### config.mk
export PLATFORM = sky130hd
export DESIGN_NAME = seg_letter_scan_ctrl_flat
export DESIGN_NICKNAME = d
export VERILOG_FILES = /design/src/rtl/seg_letter_scan_ctrl_if.sv /design/src/rtl/seg_letter_scan_ctrl.sv /design/src/flat_wrapper.sv
export SDC_FILE = /design/constraint.sdc
export NUM_CORES = 1
export LEC_CHECK = 0
export BUFFER_PORTS_ARGS = -buffer_cell sky130_fd_sc_hd__buf_4
export CELL_PAD_IN_SITES_DETAIL_PLACEMENT = 0
export CELL_PAD_IN_SITES_GLOBAL_PLACEMENT = 2
export CORE_MARGIN = 1.5
export CORE_UTILIZATION = 35
export DETAILED_ROUTE_END_ITERATION = 16
export GPL_TIMING_DRIVEN = 0
export PLACE_DENSITY_LB_ADDON = 0.25
export SLEW_MARGIN = 15
export SYNTH_ARGS = -nofsm -noshare
export SYNTH_HDL_FRONTEND = slang
export SYNTH_SLANG_ARGS = --single-unit
export TNS_END_PERCENT = 1
### constraint.sdc
create_clock -name clk -period 2.3 [get_ports clk]
set_input_delay 0.345 -clock clk [delete_from_list [all_inputs] [get_ports clk]]
set_output_delay 0.345 -clock clk [all_outputs]
set_load 0.01 [all_outputs]
### src/rtl/seg_letter_scan_ctrl_if.sv
// Letter push channel between the cipher core and the display scan controller.
// The clear strobe travels with the push so that the two can be arbitrated in one place.
interface seg_letter_scan_ctrl_if;
   logic       in_valid;
   logic       in_ready;
   logic [5:0] letter_in;
   logic       clear;

   modport master (
      output in_valid,
      output letter_in,
      output clear,
      input  in_ready
   );

   modport slave (
      input  in_valid,
      input  letter_in,
      input  clear,
      output in_ready
   );
endinterface

### src/rtl/seg_letter_scan_ctrl.sv
// Multiplexed scan controller for an 8-digit seven-segment letter display.
// Letters shift in from the right; each digit slot opens with a guard interval of dark anodes.
module seg_letter_scan_ctrl #(
   parameter int NUM_DIGITS   = 8,
   parameter int REFRESH_DIV  = 100000,
   parameter int GUARD_CYCLES = 16
) (
   input  logic                  clk,
   input  logic                  rst_n,
   seg_letter_scan_ctrl_if.slave bus,
   output logic [5:0]            letter_code,
   output logic                  digit_blank,
   output logic [NUM_DIGITS-1:0] an,
   output logic [2:0]            scan_idx,
   output logic [3:0]            letters_shown
);

   localparam int DIV_W = $clog2(REFRESH_DIV);
   localparam logic [DIV_W-1:0] DIV_LAST  = DIV_W'(REFRESH_DIV - 1);
   localparam logic [DIV_W-1:0] GUARD_END = DIV_W'(GUARD_CYCLES);
   localparam logic [2:0]       SCAN_LAST = 3'(NUM_DIGITS - 1);
   localparam logic [3:0]       SHOWN_MAX = 4'(NUM_DIGITS);

   logic [DIV_W-1:0]           div_cnt_q, div_cnt_d;
   logic [2:0]                 scan_idx_q, scan_idx_d;
   logic [3:0]                 shown_q, shown_d;
   logic [NUM_DIGITS-1:0][5:0] code_q, code_d;
   logic [NUM_DIGITS-1:0]      valid_q, valid_d;
   logic [NUM_DIGITS-1:0]      an_q, an_d;
   logic [5:0]                 letter_code_q, letter_code_d;
   logic                       blank_q, blank_d;

   logic       push;
   logic       show;
   logic       cur_valid;
   logic [5:0] cur_code;

   // Clear has priority over a push presented in the same cycle.
   assign bus.in_ready = ~bus.clear;
   assign push         = bus.in_valid & bus.in_ready;

   always_comb begin
      code_d        = code_q;
      valid_d       = valid_q;
      shown_d       = shown_q;
      div_cnt_d     = div_cnt_q;
      scan_idx_d    = scan_idx_q;
      cur_code      = '0;
      cur_valid     = 1'b0;
      an_d          = '1;

      if (bus.clear) begin
         code_d  = '0;
         valid_d = '0;
         shown_d = '0;
      end else if (push) begin
         for (int i = 1; i < NUM_DIGITS; i++) begin
            code_d[i]  = code_q[i-1];
            valid_d[i] = valid_q[i-1];
         end
         code_d[0]  = bus.letter_in;
         valid_d[0] = (bus.letter_in <= 6'd25);
         shown_d    = (shown_q == SHOWN_MAX) ? shown_q : shown_q + 4'd1;
      end

      if (div_cnt_q == DIV_LAST) begin
         div_cnt_d  = '0;
         scan_idx_d = (scan_idx_q == SCAN_LAST) ? 3'd0 : scan_idx_q + 3'd1;
      end else begin
         div_cnt_d  = div_cnt_q + DIV_W'(1);
      end

      // Mux by comparison rather than indexing so narrow displays never see an out-of-range index.
      for (int i = 0; i < NUM_DIGITS; i++) begin
         if (scan_idx_q == 3'(i)) begin
            cur_code  = code_q[i];
            cur_valid = valid_q[i];
         end
      end

      show = (div_cnt_q >= GUARD_END) & cur_valid;

      for (int i = 0; i < NUM_DIGITS; i++) begin
         if (show && (scan_idx_q == 3'(i))) begin
            an_d[i] = 1'b0;
         end
      end

      letter_code_d = cur_code;
      blank_d       = ~show;
   end

   always_ff @(posedge clk or negedge rst_n) begin
      if (!rst_n) begin
         div_cnt_q     <= '0;
         scan_idx_q    <= '0;
         shown_q       <= '0;
         code_q        <= '0;
         valid_q       <= '0;
         an_q          <= '1;
         letter_code_q <= '0;
         blank_q       <= 1'b1;
      end else begin
         div_cnt_q     <= div_cnt_d;
         scan_idx_q    <= scan_idx_d;
         shown_q       <= shown_d;
         code_q        <= code_d;
         valid_q       <= valid_d;
         an_q          <= an_d;
         letter_code_q <= letter_code_d;
         blank_q       <= blank_d;
      end
   end

   assign an            = an_q;
   assign letter_code   = letter_code_q;
   assign digit_blank   = blank_q;
   assign scan_idx      = scan_idx_q;
   assign letters_shown = shown_q;

endmodule

### src/flat_wrapper.sv
// flat-port wrapper written by rule: the top's interface ports become plain ports
module seg_letter_scan_ctrl_flat 
#(
   parameter int NUM_DIGITS   = 8,
   parameter int REFRESH_DIV  = 100000,
   parameter int GUARD_CYCLES = 16
)
  (clk, rst_n, letter_code, digit_blank, an, scan_idx, letters_shown, bus_in_valid, bus_letter_in, bus_clear, bus_in_ready);
  seg_letter_scan_ctrl_if bus_i ();
  input  logic clk;
  input  logic rst_n;
  output logic [5:0] letter_code;
  output logic digit_blank;
  output logic [NUM_DIGITS-1:0] an;
  output logic [2:0] scan_idx;
  output logic [3:0] letters_shown;
  input wire logic [$bits(bus_i.in_valid)-1:0] bus_in_valid;
  input wire logic [$bits(bus_i.letter_in)-1:0] bus_letter_in;
  input wire logic [$bits(bus_i.clear)-1:0] bus_clear;
  output wire logic [$bits(bus_i.in_ready)-1:0] bus_in_ready;
  assign bus_i.in_valid = bus_in_valid;
  assign bus_i.letter_in = bus_letter_in;
  assign bus_i.clear = bus_clear;
  assign bus_in_ready = bus_i.in_ready;
  seg_letter_scan_ctrl #(.NUM_DIGITS(NUM_DIGITS), .REFRESH_DIV(REFRESH_DIV), .GUARD_CYCLES(GUARD_CYCLES)) u_core (.clk(clk), .rst_n(rst_n), .bus(bus_i), .letter_code(letter_code), .digit_blank(digit_blank), .an(an), .scan_idx(scan_idx), .letters_shown(letters_shown));
endmodule
# Word level (Yosys, flattened, before mapping)
# Cells that the tools add are included.
[totals]
regBits = 95
inputBits = 10
out_inout_bits = 23
wordCells = 78
[classes]
add_sub_neg = 3
magnitude_cmp = 2
eq_ne = 10
mux = 33
bitwise = 4
n_reduce_logical = 11
[ops]
columns = ["op", "n"]
rows = [
  ["48-bit 2-to-1 mux", 2],
  ["6-bit 2-to-1 mux", 8],
  ["17-bit by 1-bit adder with 17-bit output, second input constant", 1],
  ["17-bit == test, second input constant", 1],
  ["17-bit by 5-bit >= comparator with 1-bit output, second input constant", 1],
  ["17-bit 2-to-1 mux", 1],
  ["1-bit 2-to-1 mux", 16],
  ["8-bit 2-to-1 mux", 2],
  ["3-bit == test, second input constant", 4],
  ["4-bit 2-to-1 mux", 3],
  ["1-bit logical AND", 8],
  ["3-bit by 2-bit == test with 1-bit output, second input constant", 2],
  ["6-bit by 5-bit less-or-equal comparator with 1-bit output, second input constant", 1],
  ["4-bit by 1-bit adder with 4-bit output, second input constant", 1],
  ["4-bit == test, second input constant", 1],
  ["3-bit by 1-bit adder with 3-bit output, second input constant", 1],
  ["3-bit by 1-bit == test with 1-bit output, second input constant", 1],
  ["3-bit zero test", 1],
  ["3-bit 2-to-1 mux", 1],
  ["1-bit bitwise AND", 2],
  ["2-bit != test, second input constant", 1],
  ["1-bit inverter", 2],
  ["2-bit AND reduction", 1],
  ["2-bit nonzero test", 1],
]

# Logic depth before layout (Yosys ltp)
[depth]
word_depth = 12
depth_mapped = 9
depth_no_buf = 6

# Worst setup path before layout
# Ideal clock, no wire load.
[synth_path]
path_kind = "register to register"
from = "register u_core.scan_idx_q[2] (netlist: u_core.scan_idx[2])"
to = "register u_core.letter_code_q[4] (netlist: u_core.letter_code[4])"
setup_ps = 96
arrival_ps = 2189
t_required_ps = 2204
setup_slack_ps = 16
stages_incl_launch_ff = 10
n_path_buf = 3
synth_period_minus_slack_ps = 2284
path_cell_list = "dfrtp_1 > clkbuf_1 > inv_1 > clkbuf_1 > ha_1 > clkbuf_2 > a21boi_0 > a22o_1 > a21oi_1 > o31ai_1"
[synth_via]
elab_chain_len = 9
elab_cells_between_ends = 16
classes_between = "eq/ne (7); mux (8); reduce/logical (1)"
[synth_lines]
columns = ["item", "line_no", "text"]
rows = [
  ["start: declaration", "seg_letter_scan_ctrl.sv:25", "logic [2:0] scan_idx_q, scan_idx_d;"],
  ["start signal: assignment", "seg_letter_scan_ctrl.sv:105", "scan_idx_q <= scan_idx_d;"],
  ["3-bit zero test", "seg_letter_scan_ctrl.sv:75", "if (scan_idx_q == 3'(i)) begin"],
  ["6-bit 2-to-1 mux (7 in series)", "seg_letter_scan_ctrl.sv:75", ""],
  ["6-bit 2-to-1 mux *", "seg_letter_scan_ctrl.sv:75", ""],
  ["via u_core.cur_code[4]", "seg_letter_scan_ctrl.sv:36", "logic [5:0] cur_code;"],
  ["end signal: assignment", "seg_letter_scan_ctrl.sv:110", "letter_code_q <= letter_code_d;"],
  ["end: declaration", "seg_letter_scan_ctrl.sv:30", "logic [5:0] letter_code_q, letter_code_d;"],
]
# The timed path passes the listed nets; every way through them passes the cells marked *.
# A chain may end at the register's enable or synchronous reset.

# Worst setup path in the final report
[layout_path]
from = "register u_core.scan_idx_q[2] (netlist: u_core.scan_idx[2])"
to = "register u_core.an_q[4] (netlist: u_core.an[4])"
[layout_via]
elab_chain_len = 12
elab_cells_between_ends = 19
classes_between = "eq/ne (7); mux (9); bitwise (1); reduce/logical (2)"
[layout_lines]
columns = ["item", "line_no", "text"]
rows = [
  ["3-bit zero test", "seg_letter_scan_ctrl.sv:75", ""],
  ["1-bit 2-to-1 mux (8 in series)", "seg_letter_scan_ctrl.sv:75", ""],
  ["1-bit bitwise AND", "seg_letter_scan_ctrl.sv:81", "show = (div_cnt_q >= GUARD_END) & cur_valid;"],
  ["1-bit logical AND *", "seg_letter_scan_ctrl.sv:84", "if (show && (scan_idx_q == 3'(i))) begin"],
  ["1-bit 2-to-1 mux *", "seg_letter_scan_ctrl.sv:84", ""],
  ["via u_core.an_d[4]", "seg_letter_scan_ctrl.sv:29", "logic [NUM_DIGITS-1:0] an_q, an_d;"],
  ["end signal: assignment", "seg_letter_scan_ctrl.sv:109", "an_q <= an_d;"],
  ["end: declaration", "seg_letter_scan_ctrl.sv:29", ""],
]
# Marks and branches as above.

==> results.md <==
* Status: finished clean
* Xor/xnor share of the synthesized area at 0.03041
* Fin cells at 666
* DR WL/cell at 16.58 µm
* Arr. time, crit path at 2.46 ns
* Yosys cell types at 44
* Initial DRC Count at 188
* Pwr Density at 661.7 nW/µm²
* # H-tree levels at 3
* I/O pin count at 33
* Final setup margin at ~0.13 ns
* CP Class: flop to flop
* Detailed Route WL at approximately 11000 µm
* Clk_skew at 0.008147 ns
* Worst-path fanout max at 10
* First-pass GRT wire length at 18460 µm
* Final Cycle Share at 0.9423
* Initial Util at 0.3622
* Sink Count at 95
* Rows at 41
* Max Fclk at between 400 and 500 MHz
* Initial antenna violation count at 0
* Buf/Inv on CP at 4
* Clk slew on worst S/H paths at 0.07 ns
* CTS tree: done
* Final setup vio count at 0
* Pre-antenna DRT Iters at 4
* Grt ovf at 0
* Share of cells above drive strength 1 at 0.1721
* Simple-gate portion of the synthesized area at 0.1648
* Max Slew Vio Count at 0
* Core box area at approximately 13000 µm²
* CTS Hold Buffers Added at 0
* Critical-path top delay cell: dfrtp_2
* Root buf cell: clkbuf_16
* Leak at approximately 2.5 nW
* Adder-cell share of the synthesized area at 0.02715
* Total track usage at 0.1710
* Ant diodes at 0
* MaxCap Viol Count at 0
* Register area share after synthesis at 0.5183
* Placement Setup Slack at -0.9383 ns
* Class of the tightest hold or removal check: primary input to asynchronous set/reset pin
* CP delay by family, top: buffers and inverters
* Clk buf depth at 2
* CP max stage delay at 0.43 ns
* TritonCTS buffer count at 9
* Area post-placement at 5052 µm²
* Rel. slew slack at 0.4150
* Largest net degree at the start of global routing at 96
* Crit-path cells: buf_6 > inv_4 > clkbuf_8 > ha_1 > clkbuf_4 > nor2_4 > o211ai_1 > a311o_1 > nand4_1
* Cell Area, Synth at 4608 µm²
* Die height at between 100 and 150 µm
* Clk_lat worst skew at 0.36 ns
* Design Area, Final at around 5400 µm²
* DRC viols at 0
* Final Hold Viols at 0
* Largest family of logic cells by synthesized area: simple AND/OR/NAND/NOR gates
* Vias in the first global route at 3378
* Post-route ant nets at 0
* RSZ-0062 raised after global routing: no
* Critical Path Source Type: flop
* Slew @ Worst Pin at 0.8775 ns
* Avg Synthesized Cell Area at 10.29 µm²
* Area grow syn2layout at 18.11%
* Placed insts at 650
* Synthesized flop and latch total at 95
* Peak VDD IR at 0.0003594 V
* Post-layout minimum cycle time at between 2 and 2.5 ns
* Die area at 13860 µm²
* Syn Nets at 468
* Via count at roughly 3300
* Final HPWL DP at 7617 µm
* GP Congestion at 0.7544
* Post-synthesis compound-gate area fraction at 0.08906
* Syn Inst Count at about 450
* Via density at 5.000
* Critical Path RT at 2.59 ns
* Port bufs at 30
* Post-synthesis mux area share at 0.1284
* Nets@finish at 509
* Util after Layout at 0.4278
* Setup repair bufs after CTS at 0
* Chip Width at roughly 120 µm
* Layout fillers at approximately 1300
* Yosys warns at 0
* Crit. End Element: flop
==> area by class of cell <==
class	instances	area [µm²]	share of cell area
Multi-Input combinational cell	308	2057	0.3779
Clock inverter	6	93.84	0.01724
Inverter	16	62.56	0.01149
Sequential cell	95	2390	0.4391
Clock buffer	10	239.0	0.04391
Timing Repair Buffer	30	229.0	0.04207
Buffer	29	156.4	0.02874
Tap cell	172	215.2	0.03954
==> flip-flops by register name, indices dropped and copies added, names as in the netlist <==
name,count
u_core.valid_q,8
u_core.an,8
u_core.letters_shown,4
u_core.letter_code,6
u_core.scan_idx,3
u_core.digit_blank,1
u_core.code_q,48
u_core.div_cnt_q,17
==> cell usage in the layout, fill, tap and decap left out, drive strengths merged, types with 12 or more instances in the layout <==
cell type,instances
dfrtp,86
inv,16
buf,45
nand3,12
nor2,88
nand2,23
clkbuf,24
mux2i,58
a21oi,27
==> cell usage after synthesis (all sizes together) <==
cell type | n | area (µm²)
a22o | 6 | 52.55
mux2 | 1 | 11.26
o21ai | 1 | 5.000
xnor2 | 10 | 87.58
o31ai | 7 | 52.55
dfstp | 9 | 236.5
buf | 15 | 78.82
nor4 | 3 | 25.02
nand3 | 12 | 60.06
o41ai | 1 | 8.760
nor3b | 1 | 7.510
nand2 | 23 | 86.33
nor2b | 4 | 25.02
o22ai | 2 | 12.51
nand4 | 9 | 56.30
a311o | 1 | 10.01
or4 | 1 | 11.26
a21boi | 1 | 7.510
o211ai | 7 | 52.55
mux2i | 58 | 580.6
a21oi | 27 | 135.1
a31o | 1 | 8.760
xor2 | 6 | 52.55
and4 | 2 | 20.02
ha | 10 | 125.1
dfrtp | 86 | 2152
nor2 | 88 | 330.3
clkbuf | 14 | 53.80
a2111oi | 1 | 8.760
nand3b | 3 | 22.52
and3 | 1 | 6.260
o41a | 1 | 21.27
nor3 | 5 | 25.02
o2111ai | 1 | 15.01
a31oi | 2 | 12.51
a211oi | 1 | 7.510
nand4bb | 3 | 33.78
nand2b | 8 | 50.05
inv | 16 | 60.06
==> final timing paths <==
path	endpoint	startpoint	cells past startpoint	slack, ns
max in group asynchronous	u_core.scan_idx[2]	rst_n	1	1.59
worst min register to register	u_core.letter_code[0]	u_core.code_q[42]	2	0.50
worst max-delay path	u_core.an[4]	u_core.scan_idx[2]	9	0.13
worst min-delay path	u_core.letter_code[3]	rst_n	1	0.08
worst max register to register	u_core.an[4]	u_core.scan_idx[2]	9	0.13
min in group clk	u_core.code_q[2]	bus_letter_in[2]	3	0.25
==> what timing repair did <==
item / in CTS / in global routing
gates resized for setup: 16 / 7
cloned: 0 / 0
endpoints found under the setup margin: 13 / 13
pin swaps: 0 / 1
==> through the flow <==
| stage | setup TNS [ns] | total power [mW] | hold WS [ns] |
|---|---|---|---|
| after floorplan | 0 | 1.852 | 0.04941 |
| after global placement | -9.836 | 1.954 | 0.4863 |
| after detailed placement | -9.895 | 1.957 | 0.4886 |
| after CTS | 0 | 3.649 | 0.1306 |
| after global routing | 0 | 3.738 | 0.1568 |
| final | 0 | 3.602 | 0.08234 |
==> where the power goes <==
part | switching, mW | internal [mW] | leakage [nW] | total (mW)
Combinational | 0.126 | 0.0768 | 1.06 | 0.203
Sequential | 0.0203 | 1.70 | 1.27 | 1.72
Clock | 0.693 | 0.989 | 0.159 | 1.68
==> kinds of logic after synthesis <==
group,count (synthesis)
compound gates,60
mux,59
fa+ha+maj,10
buf+inv,45
simple gates,163
flops,95
xor+xnor,16
==> metal layers <==
layer  track usage  share of wire  vias to the layer above  wire length (µm)
met2        0.2522           0.43                       59              4801
met1        0.2450           0.51                     1635              5678
met4       0.07241          0.018                        0               201
li1              -              -                     1623                 -
met5             0              0                        -                 0
met3       0.03295          0.033                       13               359
(Power assumes the default switching activity.)
